[src/rtl/vga_timing_pkg.sv]
// vga_timing_pkg: 640x480@60 timing constants, region bounds and
// the colour-bar table shared by the VGA timing driver.
package vga_timing_pkg;

  localparam int H_ACTIVE = 640;
  localparam int H_FP     = 16;
  localparam int H_SYNC   = 96;
  localparam int H_BP     = 48;
  localparam int V_ACTIVE = 480;
  localparam int V_FP     = 10;
  localparam int V_SYNC   = 2;
  localparam int V_BP     = 33;

  localparam int H_TOTAL = H_SYNC + H_BP + H_ACTIVE + H_FP;
  localparam int V_TOTAL = V_SYNC + V_BP + V_ACTIVE + V_FP;

  typedef logic [9:0] cnt_t;

  localparam cnt_t H_SYNC_END  = cnt_t'(H_SYNC - 1);
  localparam cnt_t H_ACT_START = cnt_t'(H_SYNC + H_BP);
  localparam cnt_t H_ACT_END   = cnt_t'(H_SYNC + H_BP + H_ACTIVE - 1);
  localparam cnt_t H_MAX       = cnt_t'(H_TOTAL - 1);

  localparam cnt_t V_SYNC_END  = cnt_t'(V_SYNC - 1);
  localparam cnt_t V_ACT_START = cnt_t'(V_SYNC + V_BP);
  localparam cnt_t V_ACT_END   = cnt_t'(V_SYNC + V_BP + V_ACTIVE - 1);
  localparam cnt_t V_MAX       = cnt_t'(V_TOTAL - 1);

  localparam int BAR_W = H_ACTIVE / 8;

  function automatic logic [23:0] bar_rgb(input logic [2:0] idx);
    logic [23:0] c;
    c = '0;
    case (idx)
      3'd0:    c = 24'hFFFFFF;
      3'd1:    c = 24'hFFFF00;
      3'd2:    c = 24'h00FFFF;
      3'd3:    c = 24'h00FF00;
      3'd4:    c = 24'hFF00FF;
      3'd5:    c = 24'hFF0000;
      3'd6:    c = 24'h0000FF;
      default: c = 24'h000000;
    endcase
    return c;
  endfunction

endpackage

[src/rtl/vga_timing_driver_if.sv]
// vga_timing_driver_if: renderer RGB in, DAC pin bundle out.
// master = renderer/board side, slave = timing driver.
interface vga_timing_driver_if;
  logic [7:0] red;
  logic [7:0] green;
  logic [7:0] blue;
  logic [7:0] VGA_R;
  logic [7:0] VGA_G;
  logic [7:0] VGA_B;
  logic       VGA_CLK;
  logic       VGA_SYNC_N;
  logic       VGA_BLANK_N;
  logic       VGA_HS;
  logic       VGA_VS;

  modport master (
    output red, green, blue,
    input  VGA_R, VGA_G, VGA_B, VGA_CLK,
    input  VGA_SYNC_N, VGA_BLANK_N, VGA_HS, VGA_VS
  );

  modport slave (
    input  red, green, blue,
    output VGA_R, VGA_G, VGA_B, VGA_CLK,
    output VGA_SYNC_N, VGA_BLANK_N, VGA_HS, VGA_VS
  );
endinterface

[src/rtl/vga_sync_counter.sv]
// vga_sync_counter: h/v pixel counters and region decode, advanced
// only on pixel-enable. Bar index port exists with VGA_TEST_PATTERN_EN.
module vga_sync_counter
  import vga_timing_pkg::*;
(
  input  logic       clk,
  input  logic       reset,
  input  logic       pix_en,
  output logic       hsync,
  output logic       vsync,
  output logic       active
`ifdef VGA_TEST_PATTERN_EN
  ,
  output logic [2:0] bar
`endif
);

  cnt_t h_cnt;
  cnt_t v_cnt;
  logic h_wrap;

  assign h_wrap = (h_cnt >= H_MAX);

  always_ff @(posedge clk or negedge reset) begin
    if (!reset) begin
      h_cnt <= '0;
      v_cnt <= '0;
    end else if (pix_en) begin
      h_cnt <= h_wrap ? '0 : h_cnt + 10'd1;
      // out-of-range v recovers on the very next update edge
      if (v_cnt > V_MAX)
        v_cnt <= '0;
      else if (h_wrap)
        v_cnt <= (v_cnt == V_MAX) ? '0 : v_cnt + 10'd1;
    end
  end

  assign hsync  = (h_cnt <= H_SYNC_END);
  assign vsync  = (v_cnt <= V_SYNC_END);
  assign active = (h_cnt >= H_ACT_START) && (h_cnt <= H_ACT_END) &&
                  (v_cnt >= V_ACT_START) && (v_cnt <= V_ACT_END);

`ifdef VGA_TEST_PATTERN_EN
  cnt_t x;
  assign x = h_cnt - H_ACT_START;

  always_comb begin
    bar = '0;
    for (int i = 1; i < 8; i++)
      if (x >= cnt_t'(i * BAR_W)) bar = 3'(i);
  end
`endif

endmodule

[src/rtl/vga_timing_driver.sv]
// vga_timing_driver: 640x480@60 VGA timing from a 50 MHz clock.
// Define VGA_TEST_PATTERN_EN to replace renderer RGB with colour bars.
module vga_timing_driver
  import vga_timing_pkg::*;
(
  input logic                 clk,
  input logic                 reset,
  vga_timing_driver_if.slave  vga
);

  logic        tog;
  logic        hsync;
  logic        vsync;
  logic        active;
  logic [23:0] pix;
  logic [23:0] rgb_q;
  logic        hs_q;
  logic        vs_q;
  logic        blank_n_q;
`ifdef VGA_TEST_PATTERN_EN
  logic [2:0]  bar;
`endif

  always_ff @(posedge clk or negedge reset) begin
    if (!reset) tog <= 1'b0;
    else        tog <= ~tog;
  end

  vga_sync_counter u_cnt (
    .clk    (clk),
    .reset  (reset),
    .pix_en (tog),
    .hsync  (hsync),
    .vsync  (vsync),
    .active (active)
`ifdef VGA_TEST_PATTERN_EN
    ,
    .bar    (bar)
`endif
  );

  always_comb begin
`ifdef VGA_TEST_PATTERN_EN
    pix = bar_rgb(bar);
`else
    pix = {vga.red, vga.green, vga.blue};
`endif
  end

  // update on VGA_CLK falling so the DAC sees stable data on its rise
  always_ff @(posedge clk or negedge reset) begin
    if (!reset) begin
      hs_q      <= 1'b1;
      vs_q      <= 1'b1;
      blank_n_q <= 1'b0;
      rgb_q     <= '0;
    end else if (tog) begin
      hs_q      <= ~hsync;
      vs_q      <= ~vsync;
      blank_n_q <= active;
      rgb_q     <= active ? pix : 24'h0;
    end
  end

  assign vga.VGA_CLK     = tog;
  assign vga.VGA_SYNC_N  = 1'b0;
  assign vga.VGA_HS      = hs_q;
  assign vga.VGA_VS      = vs_q;
  assign vga.VGA_BLANK_N = blank_n_q;
  assign vga.VGA_R       = rgb_q[23:16];
  assign vga.VGA_G       = rgb_q[15:8];
  assign vga.VGA_B       = rgb_q[7:0];

endmodule

[src/flat_wrapper.sv]
// flat-port wrapper written by rule: the top's interface ports become plain ports
module vga_timing_driver_flat import vga_timing_pkg::*;
  (clk, reset, vga_red, vga_green, vga_blue, vga_VGA_R, vga_VGA_G, vga_VGA_B, vga_VGA_CLK, vga_VGA_SYNC_N, vga_VGA_BLANK_N, vga_VGA_HS, vga_VGA_VS);
  vga_timing_driver_if vga_i ();
  input logic clk;
  input logic reset;
  input wire logic [$bits(vga_i.red)-1:0] vga_red;
  input wire logic [$bits(vga_i.green)-1:0] vga_green;
  input wire logic [$bits(vga_i.blue)-1:0] vga_blue;
  output wire logic [$bits(vga_i.VGA_R)-1:0] vga_VGA_R;
  output wire logic [$bits(vga_i.VGA_G)-1:0] vga_VGA_G;
  output wire logic [$bits(vga_i.VGA_B)-1:0] vga_VGA_B;
  output wire logic [$bits(vga_i.VGA_CLK)-1:0] vga_VGA_CLK;
  output wire logic [$bits(vga_i.VGA_SYNC_N)-1:0] vga_VGA_SYNC_N;
  output wire logic [$bits(vga_i.VGA_BLANK_N)-1:0] vga_VGA_BLANK_N;
  output wire logic [$bits(vga_i.VGA_HS)-1:0] vga_VGA_HS;
  output wire logic [$bits(vga_i.VGA_VS)-1:0] vga_VGA_VS;
  assign vga_i.red = vga_red;
  assign vga_i.green = vga_green;
  assign vga_i.blue = vga_blue;
  assign vga_VGA_R = vga_i.VGA_R;
  assign vga_VGA_G = vga_i.VGA_G;
  assign vga_VGA_B = vga_i.VGA_B;
  assign vga_VGA_CLK = vga_i.VGA_CLK;
  assign vga_VGA_SYNC_N = vga_i.VGA_SYNC_N;
  assign vga_VGA_BLANK_N = vga_i.VGA_BLANK_N;
  assign vga_VGA_HS = vga_i.VGA_HS;
  assign vga_VGA_VS = vga_i.VGA_VS;
  vga_timing_driver u_core (.clk(clk), .reset(reset), .vga(vga_i));
endmodule
[config.mk]
export PLATFORM = sky130hd
export DESIGN_NAME = vga_timing_driver_flat
export DESIGN_NICKNAME = d
export VERILOG_FILES = /design/src/rtl/vga_timing_pkg.sv /design/src/rtl/vga_timing_driver_if.sv /design/src/rtl/vga_sync_counter.sv /design/src/rtl/vga_timing_driver.sv /design/src/flat_wrapper.sv
export SDC_FILE = /design/constraint.sdc
export NUM_CORES = 1
export LEC_CHECK = 0
export BUFFER_PORTS_ARGS = -buffer_cell sky130_fd_sc_hd__clkbuf_2
export CORE_UTILIZATION = 48
export DETAILED_ROUTE_END_ITERATION = 10
export PLACE_DENSITY = 0.76
export SYNTH_ARGS = -nofsm -noshare
export SYNTH_HDL_FRONTEND = slang
export SYNTH_SLANG_ARGS = --single-unit
export TNS_END_PERCENT = 1
[constraint.sdc]
create_clock -name clk -period 1.79 [get_ports clk]
set_input_delay 0.0895 -clock clk [delete_from_list [all_inputs] [get_ports clk]]
set_output_delay 0.0895 -clock clk [all_outputs]
set_load 0.01 [all_outputs]
# ---- Yosys cells after proc, flatten, opt, wreduce, memory -nomap -nowiden
# Cells that the tools add are included.
dict set report word_totals {
  reg_bits 48
  in_bits 26
  out_inout_bits 29
  elab_cells 31
}
dict set report classes {
  add_sub_neg 2
  order_cmp 8
  eq_ne 1
  mux 5
  bitwise 3
  n_reduce_logical 5
}
# cell count
set op_table {}
lappend op_table {{10-bit two-way mux} 4}
lappend op_table {{24-bit two-way mux} 1}
lappend op_table {{10-bit by 1-bit adder with 10-bit output, second input constant} 2}
lappend op_table {{10-bit <= comparator, second input constant} 2}
lappend op_table {{10-bit == test, second input constant} 1}
lappend op_table {{10-bit >= comparator, second input constant} 1}
lappend op_table {{10-bit by 6-bit >= comparator with 1-bit output, second input constant} 1}
lappend op_table {{10-bit by 8-bit >= comparator with 1-bit output, second input constant} 1}
lappend op_table {{10-bit > comparator, second input constant} 1}
lappend op_table {{10-bit by 1-bit <= comparator with 1-bit output, second input constant} 1}
lappend op_table {{10-bit by 7-bit <= comparator with 1-bit output, second input constant} 1}
lappend op_table {{1-bit logical AND} 3}
lappend op_table {{1-bit inverter} 3}
lappend op_table {{2-bit AND reduction} 1}
lappend op_table {{2-bit nonzero test} 1}

# ---- Depth between registers and ports, before layout
dict set report logic_depth {
  ltp_word 5
  mapped_depth 6
}

# ---- Modules after synthesis
# Synthesis repeated with hierarchy kept, for this count alone.
dict set report unflattened {
  hier_cells 261
  area_unflattened_um2 2472.4
}
# module n_inst cells_per_inst area_per_inst_um2
set by_module_without_submodules {}
lappend by_module_without_submodules {vga_sync_counter 1 144 1331.3}
lappend by_module_without_submodules {vga_timing_driver 1 117 1141.1}

# ---- Worst setup path after synthesis
# No wires, ideal clock.
dict set report synth_timing {
  kind {reg2reg}
  start {reg u_core.u_cnt.v_cnt[0]}
  end {reg u_core.u_cnt.v_cnt[3]}
  setup_ns 0.121
  t_arrival_ns 1.667
  setup_slack_ns 0.001
  path_stages_with_launch 7
  path_buffers 0
  period_less_slack_ns 1.789
  cell_sequence {dfrtp_1 > inv_1 > ha_1 > nand3b_1 > a311oi_1 > nor2_1 > o22a_1}
}
dict set report synth_via {
  elab_chain_len 4
}
# element line_no
set synth_lines {}
lappend synth_lines {{start: declaration} vga_sync_counter.sv:19} ;# cnt_t v_cnt;
lappend synth_lines {{start signal: assignment} vga_sync_counter.sv:34} ;# v_cnt <= (v_cnt == V_MAX) ? '0 : v_cnt + 10'd1;
lappend synth_lines {{10-bit by 1-bit adder with 10-bit output or 10-bit == test (tied branches)} vga_sync_counter.sv:34}
lappend synth_lines {{10-bit two-way mux} vga_sync_counter.sv:34}
lappend synth_lines {{10-bit two-way mux} vga_sync_counter.sv:33} ;# else if (h_wrap)
lappend synth_lines {{10-bit two-way mux} vga_sync_counter.sv:31} ;# if (v_cnt > V_MAX)
# Parallel ways exist; a longest one is shown, timed or not. The select of a mux whose other input is x is not followed.
# A chain may end at the register's enable or synchronous reset.

# ---- Final worst setup path
dict set report layout_timing {
  start {reg u_core.u_cnt.v_cnt[2]}
  end {reg u_core.rgb_q[23]}
}
dict set report layout_via {
  elab_chain_len 4
}
# element line_no
set layout_lines {}
lappend layout_lines {{10-bit by 6-bit >= comparator with 1-bit output} vga_sync_counter.sv:41} ;# (v_cnt >= V_ACT_START) && (v_cnt <= V_ACT_END);
lappend layout_lines {{1-bit logical AND} vga_sync_counter.sv:40} ;# assign active = (h_cnt >= H_ACT_START) && (h_cnt <= H_ACT_END) &&
lappend layout_lines {{1-bit logical AND (*)} vga_sync_counter.sv:41}
lappend layout_lines {{24-bit two-way mux (*)} vga_timing_driver.sv:61} ;# rgb_q <= active ? pix : 24'h0;
lappend layout_lines {{end signal: assignment} vga_timing_driver.sv:61}
lappend layout_lines {{end: declaration} vga_timing_driver.sv:16} ;# logic [23:0] rgb_q;
# Every way passes the cells marked *; elsewhere a longest branch is shown, timed or not.

==> flow_summary_export.csv <==
group,metric,value,unit
synthesis,syn-num-nets,231,
timing,max_freq,557.5,MHz
clock_tree,cts_inserted_buffers,5,
timing,slew_headroom,59.59,%
floorplanning,initial_core_util,50.84,%
hold_path,min_path_type,"primary input to flop",
final_layout,fin_util,71.20,%
floorplanning,num_rows,24,
final_layout,antenna_cells,0,
floorplanning,die_w,70.61,um
worst_setup_path,worstReg2RegStart,"u_core.u_cnt.v_cnt[2]",
clock_tree,clockBufferDepth,2,
timing,fin_skew,2.650,ps
clock_tree,cts_tree,"built",
global_routing,grt_antenna_before_repair,0,
clock_tree,clk_latency,300,ps
timing,worst_slack,-3.797,ps
timing,timing_worst_slew_pin_value,606.2,ps
global_routing,track_usage,23.85,%
place,gp_congestion,0.8053,
synthesis,syn_area,2260,sq um
synthesis,yosys_warnings,0,
worst_setup_path,startpoint_type,"flop",
synthesis,synth_common_cells,"dfrtp_1, a22o_1, nor2_1",
synthesis,synth_compound_area_share,21.37,%
power_and_ir_drop,ir_drop,492.5,uV
place,placedCellCount,322,
timing,post-route-min-period,1794,ps
global_routing,grt_max_degree,49,
timing,hold_slack,1.282,ps
timing,finalCritPeriodShare,100.2,%
synthesis,synth_ff_type,"dfrtp_1",
drt,via_count,2007,
clock_tree,root_buffer,"clkbuf_8",
synthesis,synth_edf_count,0,
final_layout,nets,333,
worst_setup_path,cp_data_required_time,1980,ps
place,place_area,2741,sq um
synthesis,synth_cell_type_count,47,
final_layout,drive_above_1_share,38.41,%
synthesis,ys_ff_latch,48,
worst_setup_path,r2r_slack,-4,ps
synthesis,synth-async-reset-ratio,100.0,%
run_status,outcome,"finished, violations left",
timing,setup_violations,1,
synthesis,yosys.area_share.simple,14.06,%
worst_setup_path,cp-end-kind,"flop",
drt,ant_nets,0,
synthesis,synthAdderAreaFrac,3.322,%
drt,first_iter_violations,156,
timing,maxSlewViolCount,0,
floorplanning,core_area,4444,sq um
worst_setup_path,setup.worst_path.class,"flop to flop",
floorplanning,num_io_pins,55,
timing,finalSetupTns,-3.797,ps
place,pre_cts_ws,-508.4,ps
floorplanning,dieArea,4986,sq um
floorplanning,die_h,70.61,um
synthesis,synth.top_cell.area_share,50.94,%
synthesis,synth_xor_area_share,1.938,%
synthesis,seq_area_frac_synth,53.27,%
place,io_buffers,53,
global_routing,grt_pass1_vias,1943,
synthesis,synth_top_family_by_area,"compound AO/OA/AOI/OAI gates",
synthesis,synthCells,199,
clock_tree,cts_sinks,48,
place,dp_hpwl,3469,um
global_routing,grt.overflow.total,0,
timing,hold_viol,0,
clock_tree,htree_levels,2,
run,max_cap_violations,0,
drt,firstDrtPassIters,7,
final_layout,final_cells,354,
synthesis,synthTopCellsByArea,"dfrtp_1, a22o_1, ha_1, nor2_1, dfstp_2",
timing,rsz0062_at_grt,"yes",
drt,wl_per_cell,16.93,um
run_status,violations,"DRC, setup timing",
final_layout,syn2layout_area_growth,40.03,%
synthesis,muxShareOfSynthArea,0.9413,%
drt,via_per_inst,5.669,
worst_setup_path,arrival,1980,ps
drt,totalWireLength,5993,um
final_layout,fin_area,3164,sq um
worst_setup_path,crit_path_start,"u_core.u_cnt.v_cnt[2]",
synthesis,yosysMostFrequentCell,"dfrtp_1",
power_and_ir_drop,power_density,624.2,nW/um^2
hold_path,worstHoldStart,"vga_green[7]",
power_and_ir_drop,leakage,1.550,nW
synthesis,synth.avg_cell_area,11.36,sq um
power_and_ir_drop,power,1.975,mW
synthesis,synth_area_leader_cell,"dfrtp_1",
worst_setup_path,worstPathMaxFanout,8,
global_routing,grt_pass1_wl,9094,um
drt,drc_errors,3,
clock_tree,clk_pin_slew,90,ps
-- state kept, by name (all words and copies together) (netlist names) --
register and cells:
u_core.vga.VGA_CLK 1, u_core.vga.VGA_VS 1, u_core.vga.VGA_HS 1, u_core.vga.VGA_BLANK_N 1, u_core.u_cnt.h_cnt 10, u_core.rgb_q 24, u_core.u_cnt.v_cnt 10
-- path summary, 6_finish.rpt --
check,to,cells after the start
setup / recovery,u_core.rgb_q[23],6
hold / removal,u_core.rgb_q[15],2
setup reg to reg,u_core.rgb_q[23],6
hold reg to reg,u_core.vga.VGA_HS,2
max in group asynchronous,u_core.u_cnt.v_cnt[8],3
min in group asynchronous,u_core.u_cnt.h_cnt[8],3
-- cells in the final DEF, fill, tap and decap left out, types with 2 or more instances in the layout --
master,instances
clkbuf_2,53
dfrtp_1,46
buf_4,33
a22o_1,27
dlygate4sd3_1,17
nor2_1,13
nand2_1,9
inv_1,6
o2bb2ai_1,6
o21ai_0,6
nor3_1,5
ha_1,5
clkbuf_8,5
nand3_1,4
a21oi_1,4
nor4_4,3
a31oi_1,3
nand4_1,3
and3_1,3
xnor2_1,3
o22ai_1,3
buf_6,3
inv_2,2
nor3_4,2
xor2_1,2
nor2b_1,2
nor2_2,2
nand2b_1,2
o22a_1,2
dfstp_2,2
-- power breakdown --
| group | switching, mW | internal, mW | leakage, nW | total, mW |
|---|---|---|---|---|
| Sequential | 0 | 1.08 | 0.649 | 1.08 |
| Clock | 0.390 | 0.421 | 0.0548 | 0.811 |
| Combinational | 0.0361 | 0.0445 | 0.846 | 0.0806 |
| Total | 0.426 | 1.55 | 1.55 | 1.98 |
-- per-layer routing --
layer | global-route usage [%] | part of all wire [%] | vias to the layer above
met5 | 0 | 0 | -
li1 | - | - | 939
met4 | 10.22 | 1.6 | 0
met3 | 3.989 | 3.0 | 9
met2 | 42.39 | 54 | 56
met1 | 28.86 | 42 | 1003
-- cell type report --
| class | instances | area [sq um] |
|---|---|---|
| clock inverters | 3 | 46.29 |
| fillers | 302 | 1280 |
| multi-input cells | 131 | 1013 |
| flip-flops and latches | 48 | 1204 |
| well taps | 52 | 65.06 |
| inverters | 8 | 30.03 |
| clock buffers | 5 | 68.82 |
| repair buffers | 107 | 737.0 |
-- cell families after synthesis --
kind of cell,after synthesis
AO/OA/AOI/OAI,61
XOR/XNOR,5
adder cells (fa/ha/maj),6
buffers and inverters,21
flip-flops,48
multiplexers,2
other,1
AND/OR/NAND/NOR,55
-- critical path, stage by stage (launching register included) --
cell,delay (ps)
dfrtp_1,410
buf_4,180
o41ai_2,360
and3_4,290
nor4_4,60
buf_4,180
a22o_1,200
-- repair_timing --
| item | 4_1_cts | 5_1_grt |
|---|---|---|
| pin swaps | 2 | 3 |
| endpoints found under the setup margin | 33 | 33 |
| hold buffers | 16 | 1 |
| cloned | 1 | 0 |
| endpoints found under the hold margin | 61 | 1 |
| resized for setup | 5 | 12 |
| setup buffers | 3 | 3 |
(Power assumes the default switching activity.)
